`config.mk`:
```
export PLATFORM = sky130hd
export DESIGN_NAME = usb_fe_rx_flat
export DESIGN_NICKNAME = d
export VERILOG_FILES = /design/src/rtl/usb_pkg.sv /design/src/rtl/usb_fe_rx_if.sv /design/src/rtl/usb_fe_dpll.sv /design/src/rtl/usb_fe_rx.sv /design/src/flat_wrapper.sv
export SDC_FILE = /design/constraint.sdc
export NUM_CORES = 1
export LEC_CHECK = 0
export CAP_MARGIN = 25
export CORE_UTILIZATION = 35
export DETAILED_ROUTE_END_ITERATION = 6
export DONT_BUFFER_PORTS = 1
export GPL_TIMING_DRIVEN = 0
export PLACE_DENSITY = 0.62
export SYNTH_ARGS = -nofsm -noshare
export SYNTH_HDL_FRONTEND = slang
export SYNTH_SLANG_ARGS = --single-unit
```
`constraint.sdc`:
```
create_clock -name clk -period 2.2 [get_ports clk]
set_clock_uncertainty 0.15 [all_clocks]
set_input_delay 0.33 -clock clk [delete_from_list [all_inputs] [get_ports clk]]
set_output_delay 0.33 -clock clk [all_outputs]
set_load 0.01 [all_outputs]
```
`src/rtl/usb_pkg.sv`:
```
// Shared types and constants for the full-speed receive front-end.
// Line-state codes match the synchronized {dp,dn} pair.
package usb_pkg;

    localparam int USB_OVERSAMPLE     = 4;
    localparam int USB_SAMPLE_PHASE   = 2;
    localparam int USB_SYNC_MIN_ZEROS = 5;
    localparam int USB_STUFF_LEN      = 6;

    typedef enum logic [1:0] {
        LS_SE0 = 2'b00,
        LS_K   = 2'b01,
        LS_J   = 2'b10,
        LS_SE1 = 2'b11
    } line_state_t;

    typedef enum logic [2:0] {
        ST_IDLE,
        ST_SYNC,
        ST_DATA,
        ST_EOP,
        ST_ABORT
    } rx_state_t;

endpackage

```
`src/rtl/usb_fe_rx_if.sv`:
```
// Pin/byte bundle between the bus driver and the receive front-end.
// slave = front-end side, master = the side driving the raw lines.
interface usb_fe_rx_if;
    import usb_pkg::*;

    logic        dp;
    logic        dn;
    line_state_t line_state;
    logic        rx_active;
    logic        rx_valid;
    logic [7:0]  rx_data;
    logic        rx_eop;
    logic        rx_err;

    modport master (
        output dp, dn,
        input  line_state, rx_active, rx_valid, rx_data, rx_eop, rx_err
    );

    modport slave (
        input  dp, dn,
        output line_state, rx_active, rx_valid, rx_data, rx_eop, rx_err
    );

endinterface

```
`src/rtl/usb_fe_dpll.sv`:
```
// Line synchronizers and oversampling phase tracker.
// Emits one bit strobe per USB bit, re-centred on every line transition.
module usb_fe_dpll
    import usb_pkg::*;
#(
    parameter int OVERSAMPLE   = USB_OVERSAMPLE,
    parameter int SAMPLE_PHASE = USB_SAMPLE_PHASE
) (
    input  logic        clk,
    input  logic        rst_n,
    input  logic        i_dp,
    input  logic        i_dn,
    output line_state_t o_line_state,
    output logic        o_bit_stb
);

    localparam int PW = (OVERSAMPLE > 1) ? $clog2(OVERSAMPLE) : 1;
    localparam logic [PW-1:0] PH_LAST = PW'(OVERSAMPLE - 1);
    localparam logic [PW-1:0] PH_SAMP = PW'(SAMPLE_PHASE);

    logic [1:0]    r_s1;
    logic [1:0]    r_s2;
    logic [PW-1:0] r_phase;

    // Two-stage synchronizer for {dp,dn}; idles at J
    always_ff @(posedge clk or negedge rst_n) begin
        if (!rst_n) begin
            r_s1 <= 2'b10;
            r_s2 <= 2'b10;
        end else begin
            r_s1 <= {i_dp, i_dn};
            r_s2 <= r_s1;
        end
    end

    // Phase counter: zero on the first cycle a new line value is visible
    always_ff @(posedge clk or negedge rst_n) begin
        if (!rst_n)
            r_phase <= '0;
        else if (r_s1 != r_s2)
            r_phase <= '0;
        else if (r_phase == PH_LAST)
            r_phase <= '0;
        else
            r_phase <= r_phase + 1'b1;
    end

    assign o_line_state = line_state_t'(r_s2);
    assign o_bit_stb    = (r_phase == PH_SAMP);

endmodule

```
`src/rtl/usb_fe_rx.sv`:
```
// Full-speed receive front-end: NRZI decode, unstuff, SYNC/EOP
// detection and byte assembly on top of the oversampling DPLL.
module usb_fe_rx
    import usb_pkg::*;
#(
    parameter int OVERSAMPLE     = USB_OVERSAMPLE,
    parameter int SAMPLE_PHASE   = USB_SAMPLE_PHASE,
    parameter int SYNC_MIN_ZEROS = USB_SYNC_MIN_ZEROS
) (
    input  logic       clk,
    input  logic       rst_n,
    usb_fe_rx_if.slave bus
);

    localparam logic [2:0] ZMIN  = 3'(SYNC_MIN_ZEROS);
    localparam logic [2:0] STUFF = 3'(USB_STUFF_LEN);

    line_state_t w_ls;
    logic        w_stb;
    logic        w_jk;
    logic        w_dec;

    rx_state_t   r_state;
    line_state_t r_prev;
    logic [2:0]  r_zeros;
    logic [2:0]  r_ones;
    logic [2:0]  r_bitcnt;
    logic [6:0]  r_shift;
    logic [7:0]  r_data;
    logic        r_active;
    logic        r_valid;
    logic        r_eop;
    logic        r_err;
    logic        r_partial;
    logic        r_jseen;

    usb_fe_dpll #(
        .OVERSAMPLE   (OVERSAMPLE),
        .SAMPLE_PHASE (SAMPLE_PHASE)
    ) u_dpll (
        .clk          (clk),
        .rst_n        (rst_n),
        .i_dp         (bus.dp),
        .i_dn         (bus.dn),
        .o_line_state (w_ls),
        .o_bit_stb    (w_stb)
    );

    assign w_jk  = (w_ls == LS_J) || (w_ls == LS_K);
    assign w_dec = (w_ls == r_prev);

    // NRZI history: last sampled J/K level, SE0/SE1 leave it unchanged
    always_ff @(posedge clk or negedge rst_n) begin
        if (!rst_n)
            r_prev <= LS_J;
        else if (w_stb && w_jk)
            r_prev <= w_ls;
    end

    // Receive FSM with unstuffer, byte shifter and registered strobes
    always_ff @(posedge clk or negedge rst_n) begin
        if (!rst_n) begin
            r_state   <= ST_IDLE;
            r_zeros   <= '0;
            r_ones    <= '0;
            r_bitcnt  <= '0;
            r_shift   <= '0;
            r_data    <= '0;
            r_active  <= 1'b0;
            r_valid   <= 1'b0;
            r_eop     <= 1'b0;
            r_err     <= 1'b0;
            r_partial <= 1'b0;
            r_jseen   <= 1'b0;
        end else begin
            r_valid <= 1'b0;
            r_eop   <= 1'b0;
            r_err   <= 1'b0;
            if (w_stb) begin
                unique case (r_state)
                    ST_IDLE: begin
                        if (w_ls == LS_K) begin
                            r_state <= ST_SYNC;
                            r_zeros <= 3'd1;
                        end
                    end
                    ST_SYNC: begin
                        if (!w_jk) begin
                            r_state <= ST_IDLE;
                        end else if (!w_dec) begin
                            if (r_zeros != 3'd7)
                                r_zeros <= r_zeros + 3'd1;
                        end else if (r_zeros >= ZMIN) begin
                            r_state  <= ST_DATA;
                            r_active <= 1'b1;
                            r_ones   <= 3'd1;
                            r_bitcnt <= '0;
                        end else begin
                            r_state <= ST_IDLE;
                        end
                    end
                    ST_DATA: begin
                        if (w_ls == LS_SE0) begin
                            r_state   <= ST_EOP;
                            r_partial <= (r_bitcnt != 3'd0);
                        end else if (w_ls == LS_SE1 ||
                                     (r_ones == STUFF && w_dec)) begin
                            r_state  <= ST_ABORT;
                            r_err    <= 1'b1;
                            r_active <= 1'b0;
                            r_jseen  <= 1'b0;
                        end else if (r_ones == STUFF) begin
                            r_ones <= '0;
                        end else begin
                            r_ones   <= w_dec ? r_ones + 3'd1 : 3'd0;
                            r_shift  <= {w_dec, r_shift[6:1]};
                            r_bitcnt <= r_bitcnt + 3'd1;
                            if (r_bitcnt == 3'd7) begin
                                r_data  <= {w_dec, r_shift};
                                r_valid <= 1'b1;
                            end
                        end
                    end
                    ST_EOP: begin
                        if (w_ls == LS_J) begin
                            r_state  <= ST_IDLE;
                            r_eop    <= 1'b1;
                            r_err    <= r_partial;
                            r_active <= 1'b0;
                        end else if (w_ls != LS_SE0) begin
                            r_state  <= ST_ABORT;
                            r_err    <= 1'b1;
                            r_active <= 1'b0;
                            r_jseen  <= 1'b0;
                        end
                    end
                    ST_ABORT: begin
                        if (w_ls == LS_J) begin
                            r_jseen <= 1'b1;
                            if (r_jseen)
                                r_state <= ST_IDLE;
                        end else begin
                            r_jseen <= 1'b0;
                        end
                    end
                    default: r_state <= ST_IDLE;
                endcase
            end
        end
    end

    assign bus.line_state = w_ls;
    assign bus.rx_active  = r_active;
    assign bus.rx_valid   = r_valid;
    assign bus.rx_data    = r_data;
    assign bus.rx_eop     = r_eop;
    assign bus.rx_err     = r_err;

endmodule

```
`src/flat_wrapper.sv`:
```
// flat-port wrapper written by rule: the top's interface ports become plain ports
module usb_fe_rx_flat import usb_pkg::*;
#(
    parameter int OVERSAMPLE     = USB_OVERSAMPLE,
    parameter int SAMPLE_PHASE   = USB_SAMPLE_PHASE,
    parameter int SYNC_MIN_ZEROS = USB_SYNC_MIN_ZEROS
)
  (clk, rst_n, bus_dp, bus_dn, bus_line_state, bus_rx_active, bus_rx_valid, bus_rx_data, bus_rx_eop, bus_rx_err);
  usb_fe_rx_if bus_i ();
  input  logic clk;
  input  logic rst_n;
  input wire logic [$bits(bus_i.dp)-1:0] bus_dp;
  input wire logic [$bits(bus_i.dn)-1:0] bus_dn;
  output wire logic [$bits(bus_i.line_state)-1:0] bus_line_state;
  output wire logic [$bits(bus_i.rx_active)-1:0] bus_rx_active;
  output wire logic [$bits(bus_i.rx_valid)-1:0] bus_rx_valid;
  output wire logic [$bits(bus_i.rx_data)-1:0] bus_rx_data;
  output wire logic [$bits(bus_i.rx_eop)-1:0] bus_rx_eop;
  output wire logic [$bits(bus_i.rx_err)-1:0] bus_rx_err;
  assign bus_i.dp = bus_dp;
  assign bus_i.dn = bus_dn;
  assign bus_line_state = bus_i.line_state;
  assign bus_rx_active = bus_i.rx_active;
  assign bus_rx_valid = bus_i.rx_valid;
  assign bus_rx_data = bus_i.rx_data;
  assign bus_rx_eop = bus_i.rx_eop;
  assign bus_rx_err = bus_i.rx_err;
  usb_fe_rx #(.OVERSAMPLE(OVERSAMPLE), .SAMPLE_PHASE(SAMPLE_PHASE), .SYNC_MIN_ZEROS(SYNC_MIN_ZEROS)) u_core (.clk(clk), .rst_n(rst_n), .bus(bus_i));
endmodule
```
After elaboration in Yosys (flattened, before gate mapping)

Index checks and enable logic that the tools add are counted.

Flip-flop bits (word level): 41
Output and inout bits: 14
Word-level logic and storage cells: 133

Add/subtract/negate cells: 4
Order comparisons: 1
Equality and inequality tests: 31
Multiplexer cells: 57
Bitwise operators: 3
Reductions and logical operators: 21

Operator list:

| operator              | number |
|---|---|
| $mux W3               | 25 |
| $mux W1               | 22 |
| $ne A2 B1 Y1 const B  | 9 |
| $pmux W3 S2           | 3 |
| $reduce_and A6 Y1     | 3 |
| $reduce_and A8 Y1     | 2 |
| $pmux W3 S5           | 1 |
| $reduce_and A7 Y1     | 2 |
| $ne A2 B2 Y1 const B  | 5 |
| $add A3 B1 Y3 const B | 3 |
| $eq A3 B3 Y1 const B  | 3 |
| $reduce_bool A3 Y1    | 3 |
| $eq A2 B2 Y1 const B  | 4 |
| $eq A3 B2 Y1 const B  | 2 |
| $mux W2               | 3 |
| $ne A3 B1 Y1 const B  | 2 |
| $ne A3 B3 Y1 const B  | 2 |
| $pmux W1 S3           | 2 |
| $reduce_bool A2 Y1    | 3 |
| $reduce_and A5 Y1     | 1 |
| $eq A3 B1 Y1 const B  | 1 |
| $ge A3 B3 Y1 const B  | 1 |
| $logic_not A3 Y1      | 1 |
| $not A1 Y1            | 3 |
| 9 further kinds       | 11 |

Depth between registers and ports, before layout

Depth in word-level cells: 7
Mapped depth: 8
Depth with buffers taken out: 7

Cells and area by module

A second synthesis with hierarchy kept.

Cells, all modules: 189
Area total of the unflattened synthesis: 2,187.1 sq um

By module, submodules not included:

| module      | times used | cells an instance | area each (sq um) | seq. area each (sq um) |
|---|---|---|---|---|
| usb_fe_rx   | 1          | 176               | 1,970.6           | 877.1 |
| usb_fe_dpll | 1          | 13                | 216.5             | 152.6 |

Least setup slack after synthesis

Ideal clock, no wire load.

Path kind: register -> register
Start: register u_core.u_dpll.r_s2[1], in the netlist u_core.u_dpll.o_line_state[1]
End: register u_core.r_data[0], in the netlist u_core.bus.rx_data[0]
Arrival: 1,971 ps
Data required time: 1,925 ps
Slack: -46 ps
Stages on the path, launching flop included: 9
Path buffers: 2
Path through: dfstp_2 > inv_1 > ha_1 > clkbuf_1 > nor3_4 > and3_1 > buf_6 > nand2_4 > mux2_4

Longest elaborated chain between the ends: 5
Elaborated cells between the ends (all ways): 8
Those cells by class: eq/ne: 2; bitwise: 2; reduce/logical: 4

Ends and longest elaborated chain:

| element                              | RTL line          | RTL |
|---|---|---|
| start: declaration                   | usb_fe_dpll.sv:22 | `logic [1:0] r_s2;` |
| start signal: assignment             | usb_fe_dpll.sv:32 | `r_s2 <= r_s1;` |
| $eq A2 B2 Y1                         | usb_fe_rx.sv:50   | `assign w_dec = (w_ls == r_prev);` |
| $logic_and A1 B1 Y1                  | usb_fe_rx.sv:107  | `(r_ones == STUFF && w_dec)) begin` |
| $logic_or A1 B1 Y1                   | usb_fe_rx.sv:106  | `end else if (w_ls == LS_SE1 \|\|` |
| $not A1 Y1 (no source line)          | --                |  |
| $reduce_and A6 Y1 (no source line) * | --                |  |
| end signal: assignment               | usb_fe_rx.sv:119  | `r_data <= {w_dec, r_shift};` |
| end: declaration                     | usb_fe_rx.sv:29   | `logic [7:0] r_data;` |

Mark *: on every way between the ends. The rest lies on a longest branch, timed or not.
A chain may end at the register's enable or synchronous reset.

Worst setup path after layout

Start: register u_core.u_dpll.r_s2[1], in the netlist u_core.u_dpll.o_line_state[1]
End: register u_core.r_zeros[2]

Longest elaborated chain between the ends: 4
Elaborated cells between the ends (all ways): 8
Those cells by class: eq/ne: 6; reduce/logical: 2

Ends and longest elaborated chain:

| element                                      | RTL line                         | RTL |
|---|---|---|
| $eq A2 B2 Y1 or $eq A2 B1 Y1 (tied branches) | usb_fe_rx.sv:49, usb_fe_rx.sv:82 |  |
| $logic_or A1 B1 Y1                           | usb_fe_rx.sv:49                  | `assign w_jk = (w_ls == LS_J) \|\| (w_ls == LS_K);` |
| $ne A2 B1 Y1 (no source line)                | --                               |  |
| $reduce_and A6 Y1 (no source line) *         | --                               |  |
| end signal: assignment                       | usb_fe_rx.sv:92                  | `r_zeros <= r_zeros + 3'd1;` |
| end: declaration                             | usb_fe_rx.sv:25                  | `logic [2:0] r_zeros;` |

Marked as above.

==> results.md <==
- Outcome: finished, violations left
- Violated checks: negative setup slack
- CTS root buf: clkbuf_8
- Number of synthesized flops with an enable pin: 0
- Antenna-violating nets left: 0
- Setup slack, reg-to-reg: -0.04 ns
- Worst hold path class: reg2reg
- Maximum VDD drop: 0.000365 V
- Pint: 1.42 mW
- CTS tree: built
- Placeable Area: 5920 um^2
- Slew Limit Fails: 0
- Fill cells: 552
- Vias in the first global route: 1512
- Number of synthesized register bits: 41
- Mapped Nets: 222
- RSZ-0062 raised after global routing: yes
- DRC: 0
- Total track usage: 14.2%
- Pwr Total: 1.96 mW
- FMAX: 446 MHz
- Commonest non-fill, non-tap cell in the layout: dfrtp_1
- Antenna Cells: 0
- Ys flop type: dfrtp_1
- Crit path max-delay cell type: dfstp_2
- Largest net degree at the start of global routing: 42
- Final Hold Slack: 0.225 ns
- Area growth syn-to-layout: 17.7%
- Hpwl dp: 2.76 mm
- Detailed Routing Iterations Pass 1: 4
- Commonest non-fill, non-tap cells in the layout: dfrtp_1, nand2_1, inv_1, ha_1
- Crit Path Class: reg2reg
- Setup crit start kind: register
- Static Leak: 1.21 nW
- H-Tree Depth: 2
- Mapped cell area: 2160 um^2
- Final hold violation count: 0
- Max Root-Sink Buffers: 2
- Worst-Skew Late Latency: 0.29 ns
- CTS clk-pin slew, worst paths: 0.08 ns
- Sequential power share: 44.0%
- Slew Limit Headroom: 69.5%
- Total CTS buffers: 5
- Clock Sinks: 41
- Worst Path Buf+Inv: 1
- Die Span Y: 80.5 um
- Combinational share of power: 18.7%
- Sw Ratio: 27.7%
- Clk pwr share: 37.3%
- Largest cells by area after synthesis: dfrtp_1, ha_1, nand2_1
- Avg Cell Area, Syn: 10.6 um^2
- Initial Util: 36.5%
- Final worst slack: -0.0442 ns
- Endpoints failing setup: 1
- Number of vias per cell: 5.11
- Sequential share of the synthesized area: 47.7%
- Initial antenna violation count: 0
- DIE AREA: 6480 um^2
- Synth warn: 0
- Crit path cell chain: inv_2, ha_4, nor2b_4, a31oi_1, or4_4, a22o_1
- Share of flip-flops with an asynchronous set or reset: 100%
- Max-capacitance violation count: 0
- Io pins: 18
- Die Width: 80.5 um
- Syn Inst Count: 204
- Yosys cell types: 45
- Routed via count: 1506
- CP top delay family: simple AND/OR/NAND/NOR gates
- Synth area leader: dfrtp_1
- Site row count: 28
- Req. time, crit path: 2.24 ns
- Post-detailed-route wirelength per cell: 13.8 um
- Place WS: -0.243 ns
- NetSw: 0.544 mW
- Largest stage delay, worst path: 0.65 ns
- Final period util: 102%
- CP arrival: 2.28 ns
- Detailed Route Iter0 Violations: 57
- IO buf count: 0
- CP Capture Type: register
- Layout Nets: 237
- Power density over cell area: 772 nW/um^2
- DRT Wirelength: 4.06 mm
- GRT Residual Overflow: 0
- CP Max Fanout: 6
- Actual slew at the worst max-slew pin: 0.455 ns
- Setup TNS: -0.0442 ns
- Ratio of cells with drive above 1 in the final layout: 21.4%
- First-pass GRT wire length: 6.95 mm
- Yosys top cell area share: 44.1%
- Gpl congestion: 0.808
- Min Clock Period, post-route: 2.24 ns
-- synthesized netlist by cell type (3+ instances only) --
cell and instances:
mux2i_1 5, nand3_1 5, a21o_1 3, clkbuf_1 5, a32oi_1 3, and3_1 3
nand2_1 33, nor2b_1 5, xnor2_1 4, dfrtp_1 38, mux2_4 8, ha_1 14
and2_1 3, dfstp_2 3, nor3_1 3, inv_1 14, a21oi_1 8, o21ai_0 8
a22oi_1 3, nor2_1 6
-- final cells by class --
cell class | instances | area [um^2] | share of cell area, %
multi-input combinational | 141 | 1090 | 43.0
sequential | 41 | 1030 | 40.6
timing repair buffer | 10 | 95.1 | 3.74
tap | 75 | 93.8 | 3.69
clock buffer | 5 | 68.8 | 2.71
clock inverter | 3 | 68.8 | 2.71
inverter | 14 | 52.6 | 2.07
buffer | 6 | 38.8 | 1.53
-- path summary, 6_finish.rpt --
check                                                        start                                 endpoint  cells past startpoint
max                        u_core.u_dpll.o_line_state[1]$_DFF_PN1_            u_core.r_zeros[2]$_DFFE_PN0P_                      6
min                                u_core.u_dpll.r_s1[1]$_DFF_PN1_  u_core.u_dpll.o_line_state[1]$_DFF_PN1_                      0
max reg2reg                u_core.u_dpll.o_line_state[1]$_DFF_PN1_            u_core.r_zeros[2]$_DFFE_PN0P_                      6
min reg2reg                        u_core.u_dpll.r_s1[1]$_DFF_PN1_  u_core.u_dpll.o_line_state[1]$_DFF_PN1_                      0
max in group asynchronous                                    rst_n  u_core.u_dpll.o_line_state[1]$_DFF_PN1_                      2
min in group asynchronous                                    rst_n           u_core.r_bitcnt[0]$_DFFE_PN0P_                      2
-- power groups by stage --
stage               logic [mW]  registers (mW)  clock network (mW)
global placement         0.313           0.876                   0
global route             0.413           0.873               0.790
finish                   0.367           0.862               0.731
floorplan                0.256           0.867                   0
detailed placement       0.317           0.877                   0
CTS                      0.358           0.862               0.752
-- kinds of logic (layout without fill, tap and decap cells) --
logic type	count (synthesis)	after routing	share of synthesized area, %
adders and majority gates	14	14	8.12
AOI/OAI and AO/OA	39	39	12.8
buffers and inverters	22	38	4.58
DFF	41	41	47.7
xor gates and xnor gates	4	4	1.62
and+or+nand+nor	70	70	16.8
muxes	14	14	8.41
-- flip-flops by register name, summed over array words and instances (netlist names) --
| signal | flops |
|---|---|
| u_core.bus.rx_data | 8 |
| u_core.r_state | 3 |
| u_core.r_ones | 3 |
| u_core.r_partial | 1 |
| u_core.bus.rx_active | 1 |
| u_core.r_shift | 7 |
| u_core.r_prev | 2 |
| u_core.bus.rx_err | 1 |
| u_core.u_dpll.r_s1 | 2 |
| u_core.r_bitcnt | 3 |
| u_core.r_jseen | 1 |
| u_core.r_zeros | 3 |
| u_core.u_dpll.r_phase | 2 |
| u_core.u_dpll.o_line_state | 2 |
| u_core.bus.rx_eop | 1 |
| u_core.bus.rx_valid | 1 |
-- repair_timing --
item,in CTS,in global routing
hold buffers,4,0
setup endpoints to repair,20,23
gates resized for setup,11,5
pin swaps,7,1
endpoints found under the hold margin,43,0
setup buffers,5,1
-- per-stage QoR --
step / area [um^2] / instances / util, %
4_1_cts: 2530 / 295 / 42.7
2_1_floorplan: 2160 / 204 / -
6_report: 2540 / 295 / 42.9
3_5_place_dp: 2260 / 279 / 38.1
3_3_place_gp: 2260 / 279 / 38.1
5_1_grt: 2540 / 295 / 42.9
-- layer usage --
layer / up-vias / track usage (%) / share of wire (%)
li1: 741 / - / -
met3: 4 / 4.66 / 3.9
met1: 729 / 17.9 / 48
met2: 32 / 22.0 / 47
met5: - / 0 / 0
met4: 0 / 5.71 / 1.3
(Power assumes the default switching activity.)
